$ cat src/rtl/clkgen_pkg.sv
// clkgen_pkg: shared constants, lock FSM states and step helper for clkgen_ce_multi
package clkgen_pkg;
  localparam int ACC_W_DEF = 32;
  localparam int CHAN_SEL_W = 3;
  typedef enum logic {ST_COUNTING, ST_LOCKED} lock_state_e;
  function automatic int lock_cnt_w(input int n);
    return $clog2(n + 1);
  endfunction
  function automatic logic [63:0] calc_step(input longint unsigned f_in_hz, input longint unsigned f_out_hz,
                                            input int acc_w = ACC_W_DEF);
    return ((f_out_hz << acc_w) + f_in_hz / 2) / f_in_hz;
  endfunction
endpackage

$ cat src/rtl/clkgen_ce_multi_chan.sv
// phase_acc_chan: one fractional-rate CE channel (step register, phase accumulator, carry->CE flop).
// CLKGEN_SQUARE_EN adds a CE-driven divide-by-2 square output; otherwise sq_o is tied low.
module phase_acc_chan
  import clkgen_pkg::*;
#(
  parameter int              ACC_W        = ACC_W_DEF,
  parameter logic [ACC_W-1:0] DEFAULT_STEP = {1'b1, {(ACC_W-1){1'b0}}}
) (
  input  logic             clk,
  input  logic             rst,
  input  logic             we_i,
  input  logic             run_i,
  input  logic [ACC_W-1:0] step_i,
  output logic             ce_o,
  output logic             sq_o
);
  logic [ACC_W-1:0] step_q, step_d, acc_q, acc_d;
  logic             ce_q, ce_d;
  always_comb begin
    step_d        = we_i ? step_i : step_q;
    {ce_d, acc_d} = run_i ? {1'b0, acc_q} + {1'b0, step_q} : '0;
  end
  always_ff @(posedge clk) begin
    if (rst) begin
      step_q <= DEFAULT_STEP;
      acc_q  <= '0;
      ce_q   <= 1'b0;
    end else begin
      step_q <= step_d;
      acc_q  <= acc_d;
      ce_q   <= ce_d;
    end
  end
  assign ce_o = ce_q;
`ifdef CLKGEN_SQUARE_EN
  logic sq_q;
  always_ff @(posedge clk) sq_q <= rst ? 1'b0 : sq_q ^ ce_q;
  assign sq_o = sq_q;
`else
  assign sq_o = 1'b0;
`endif
endmodule

$ cat src/rtl/clkgen_ce_multi.sv
// clkgen_ce_multi: N phase-aligned fractional clock-enable generators with an MMCM-style lock model.
// Define CLKGEN_SQUARE_EN to get toggling CLK_SQ outputs; otherwise CLK_SQ is all zeros.
module clkgen_ce_multi
  import clkgen_pkg::*;
#(
  parameter int               NCHAN        = 2,
  parameter int               ACC_W        = ACC_W_DEF,
  parameter logic [ACC_W-1:0] DEFAULT_STEP = {1'b1, {(ACC_W-1){1'b0}}},
  parameter int               LOCK_CYCLES  = 16
) (
  input  logic                  CLK_IN1,
  input  logic                  RST,
  input  logic                  CFG_WE,
  input  logic [CHAN_SEL_W-1:0] CFG_SEL,
  input  logic [ACC_W-1:0]      CFG_STEP,
  output logic [NCHAN-1:0]      CE_OUT,
  output logic                  LOCKED,
  output logic [NCHAN-1:0]      CLK_SQ
);
  localparam int CNT_W = lock_cnt_w(LOCK_CYCLES);
  lock_state_e      state_q, state_d;
  logic [CNT_W-1:0] cnt_q, cnt_d;
  logic             wr, run;
  assign wr = CFG_WE && (32'(CFG_SEL) < NCHAN);
  always_comb begin
    state_d = state_q;
    cnt_d   = cnt_q;
    if (wr) begin
      state_d = ST_COUNTING;
      cnt_d   = '0;
    end else if (state_q == ST_COUNTING) begin
      cnt_d   = cnt_q + 1'b1;
      state_d = (cnt_d == CNT_W'(LOCK_CYCLES)) ? ST_LOCKED : ST_COUNTING;
    end
  end
  always_ff @(posedge CLK_IN1) begin
    if (RST) begin
      state_q <= ST_COUNTING;
      cnt_q   <= '0;
    end else begin
      state_q <= state_d;
      cnt_q   <= cnt_d;
    end
  end
  assign LOCKED = (state_q == ST_LOCKED);
  // any accepted write clears every accumulator on the same edge so channels restart aligned
  assign run = LOCKED && !wr;
  for (genvar i = 0; i < NCHAN; i++) begin : g_chan
    phase_acc_chan #(.ACC_W(ACC_W), .DEFAULT_STEP(DEFAULT_STEP)) u_chan (
      .clk   (CLK_IN1),
      .rst   (RST),
      .we_i  (wr && (32'(CFG_SEL) == i)),
      .run_i (run),
      .step_i(CFG_STEP),
      .ce_o  (CE_OUT[i]),
      .sq_o  (CLK_SQ[i])
    );
  end
endmodule

$ cat config.mk
export PLATFORM = sky130hd
export DESIGN_NAME = clkgen_ce_multi
export DESIGN_NICKNAME = d
export VERILOG_FILES = /design/src/rtl/clkgen_pkg.sv /design/src/rtl/clkgen_ce_multi_chan.sv /design/src/rtl/clkgen_ce_multi.sv
export SDC_FILE = /design/constraint.sdc
export NUM_CORES = 1
export LEC_CHECK = 0
export ABC_AREA = 1
export BUFFER_PORTS_ARGS = -buffer_cell sky130_fd_sc_hd__clkbuf_2
export CORE_MARGIN = 8
export CORE_UTILIZATION = 40
export DETAILED_ROUTE_END_ITERATION = 10
export GPL_TIMING_DRIVEN = 0
export RECOVER_POWER = 25
export SKIP_CTS_REPAIR_TIMING = 1
export SYNTH_ARGS = -nofsm -noshare
export SYNTH_HDL_FRONTEND = slang
export SYNTH_SLANG_ARGS = --single-unit
export TNS_END_PERCENT = 20
$ cat constraint.sdc
create_clock -name CLK_IN1 -period 3.1 [get_ports CLK_IN1]
set_input_delay 0.155 -clock CLK_IN1 [delete_from_list [all_inputs] [get_ports CLK_IN1]]
set_output_delay 0.155 -clock CLK_IN1 [all_outputs]
set_load 0.005 [all_outputs]
==> results.sh <==
export IMPL_syn_area_sq_um=9040
export IMPL_core_area_sq_um=22400
export IMPL_synth_top_family_by_area="simple AND/OR/NAND/NOR gates"
export IMPL_worst_pin_slew_ps=590
export IMPL_cp_arrival_ps=2380
export IMPL_drt_initial_drc_count=595
export IMPL_finalHoldViolCount=0
export IMPL_syn_avg_cell_area_sq_um=6.11
export IMPL_ant_nets=0
export IMPL_rrSetupSlack_ps=1030
export IMPL_tns_ps=0
export IMPL_crit_buf_inv=0
export IMPL_grt_pass1_vias=8435
export IMPL_clock_sinks=136
export IMPL_antenna_cells=0
export IMPL_startpoint_type="register"
export IMPL_rr_startpoint="g_chan[0].u_chan.step_q[0]"
export IMPL_rsz0062_at_grt="false"
export IMPL_via_per_inst=4.78
export IMPL_hold_start="CFG_STEP[4]"
export IMPL_pre_cts_ws_ps=1050
export IMPL_ys_async_sr_fraction_pct=0
export IMPL_grt_first_pass_wirelength_um=41800
export IMPL_rows=55
export IMPL_grt_max_degree=17
export IMPL_slew_limit_headroom_pct=60.5
export IMPL_die_h_um=166
export IMPL_setup_worst_path_start="g_chan[0].u_chan.step_q[0]"
export IMPL_cap_violations=0
export IMPL_cts_root_buf="clkbuf_16"
export IMPL_max_stage_delay_ps=470
export IMPL_via_count=8824
export IMPL_slowest_stage="fa_1"
export IMPL_power_leakage_uw=0.00556
export IMPL_final_core_util_pct=45.8
export IMPL_wire_per_inst_um=13.9
export IMPL_wl_um=25700
export IMPL_crit_top_cell="nand3_1"
export IMPL_cp_required_ps=3420
export IMPL_synth_enable_flop_cells=0
export IMPL_synthFlopType="dfxtp_1"
export IMPL_ff2ff_path_depth=10
export IMPL_syn_inst=1481
export IMPL_power_density_nw_per_um2=403
export IMPL_min_path_type="input pin to register"
export IMPL_numCtsBuffers=17
export IMPL_die_w_um=166
export IMPL_rr_endpoint="g_chan[0].u_chan.acc_q[28]"
export IMPL_synth_seq_cells=136
export IMPL_ctsLongestPathBuffers=2
export IMPL_dp_hpwl_um=20700
export IMPL_ys_warn_count=0
export IMPL_clk_pin_slew_ps=60
export IMPL_status="finished clean"
export IMPL_yosysUniqueCellTypes=34
export IMPL_max_freq_mhz=484
export IMPL_grt_ovfl_total=0
export IMPL_synth_fa_ha_area_share_pct=9.58
export IMPL_track_usage_pct=18.7
export IMPL_synth_simple_area_share_pct=36.8
export IMPL_drive_gt1_share_pct=7.62
export IMPL_dieArea_sq_um=27700
export IMPL_firstDrtPassIters=5
export IMPL_yosysSeqAreaShare_pct=30.1
export IMPL_ios=43
export IMPL_start_util_pct=40.3
export IMPL_hold_path_endpoint="g_chan[0].u_chan.step_q[4]"
export IMPL_crit_cells=10
export IMPL_cp_cell_sequence="ha_1 > fa_1 > nand3_1 > nand3_1 > nand3_1 > nand3_1 > nand2_1 > nand3_1 > nand2_1 > nor2_1"
export IMPL_fin_crit_ps=2070
export IMPL_path_max_fanout=4
export IMPL_power_uw=4140
export IMPL_drc=0
export IMPL_port_buffers=39
export IMPL_crit_type="register to register"
export IMPL_htree_levels=4
export IMPL_finalMaxSlewViolations=0
export IMPL_synth_xor_area_share_pct=0.581
export IMPL_hold_ws_ps=5.44
export IMPL_endpoint_kind="register"
export IMPL_vdd_ir_drop_worst_mv=0.278
export IMPL_final_setup_viol_count=0
export IMPL_period_share_pct=66.7
export IMPL_synth_compound_area_share_pct=11.3
export IMPL_antenna_found_initial=0
export IMPL_clock_latency_ps=420
export IMPL_worst_slack_ps=1030
export IMPL_cpLargestDelayFamily="simple AND/OR/NAND/NOR gates"
export IMPL_nNetsFinal=1654
export IMPL_synth_mux_area_fraction_pct=0
export IMPL_holdPathStages=3
export IMPL_area_delta_synth_final_pct=13.7
export IMPL_cts_tree="built"
export IMPL_routabilityCongestion=0.900
export IMPL_finalClockSkew_ps=8.12
## per-layer routing
layer	wire [um]	global-route usage [%]	vias to the layer above
li1	-	-	4728
met1	11800	22.4	3932
met2	12600	33.4	129
met3	711	2.97	35
met4	669	6.42	0
met5	0	0	-
## placed cells by master, fill, tap and decap left out, types with 3 or more instances in the layout
cell           count
nand2_1          491
a21oi_1          116
nor3_2             7
inv_1            231
o21a_1             5
nand3_1           64
bufinv_16          3
inv_6              4
nand4_1           10
xnor2_1            4
ha_1              66
dfxtp_1          136
buf_4              4
buf_6              3
nand3_2            5
dlygate4sd3_1      8
nand2_2           17
nor3_1            11
clkbuf_2          37
o21bai_1           8
and2_1             8
clkbuf_16         17
o21ai_0           54
inv_2              4
clkbuf_1          23
nor2_1           193
## power by group
group	total (uW)	leakage, uW	internal, uW	switching [uW]
Clock	2170	0.000301	1320	851
Combinational	179	0.00416	67.2	112
Sequential	1790	0.00110	1770	19.2
Total	4140	0.00556	3160	982
## Yosys cell counts, types with 3 or more instances
master / number / area, sq um
a21oi_1: 116 / 581
and2_1: 8 / 50.1
buf_2: 5 / 25.0
buf_4: 5 / 37.5
buf_6: 3 / 33.8
clkbuf_1: 17 / 63.8
dfxtp_1: 136 / 2720
ha_1: 66 / 826
inv_1: 231 / 867
inv_2: 4 / 15.0
nand2_1: 491 / 1840
nand2_2: 17 / 106
nand3_1: 64 / 320
nand3_2: 5 / 50.1
nand4_1: 10 / 62.6
nor2_1: 192 / 721
nor3_1: 11 / 55.1
nor3_2: 7 / 70.1
o21a_1: 5 / 37.5
o21ai_0: 54 / 270
o21bai_1: 8 / 60.1
xnor2_1: 4 / 35.0
## flip-flops by register name, indices dropped and copies added, names as in the netlist
| signal | cells |
|---|---|
| LOCKED | 1 |
| cnt_q | 5 |
| g_chan.u_chan.acc_q | 64 |
| g_chan.u_chan.ce_o | 2 |
| g_chan.u_chan.step_q | 64 |
## stage by stage
step	std cells	instance area (sq um)
6_report	1846	10300
5_1_grt	1846	10300
4_1_cts	1838	10200
3_5_place_dp	1806	9600
3_3_place_gp	1806	9600
2_1_floorplan	1482	9050
## worst reg2reg max path: cells and delay by family (launching register included)
family                   cells  cell delay [ps]
AND/OR/NAND/NOR              8              960
flip-flops                   1              320
adder cells (fa/ha/maj)      2              700
## final cells by class
class                      count  area [sq um]
sequential                   136          2720
tap                          285           357
buffer                        30           153
inverter                     235           882
clock buffer                  19           453
timing repair buffer          47           273
fill                        2426         12200
clock inverter                13           168
multi-input combinational   1081          5270
## how the worst max path moves through the flow
stage / to / slack (ps)
after floorplan: g_chan[1].u_chan.acc_q[16] / 1410
after global placement: g_chan[0].u_chan.acc_q[24] / 1050
after detailed placement: g_chan[0].u_chan.acc_q[20] / 1050
after CTS: g_chan[0].u_chan.acc_q[20] / 1040
after global routing: g_chan[0].u_chan.acc_q[20] / 820
final: g_chan[0].u_chan.acc_q[28] / 1030
## cells by family (layout without fill, tap and decap cells)
group,Yosys count,count (layout)
compound gates,193,193
simple gates,812,812
xor+xnor,6,6
other cells,1,2
flops,136,136
fa+ha+maj,68,68
buf+inv,265,344
Note: power is estimated with default switching activity, not from simulation.
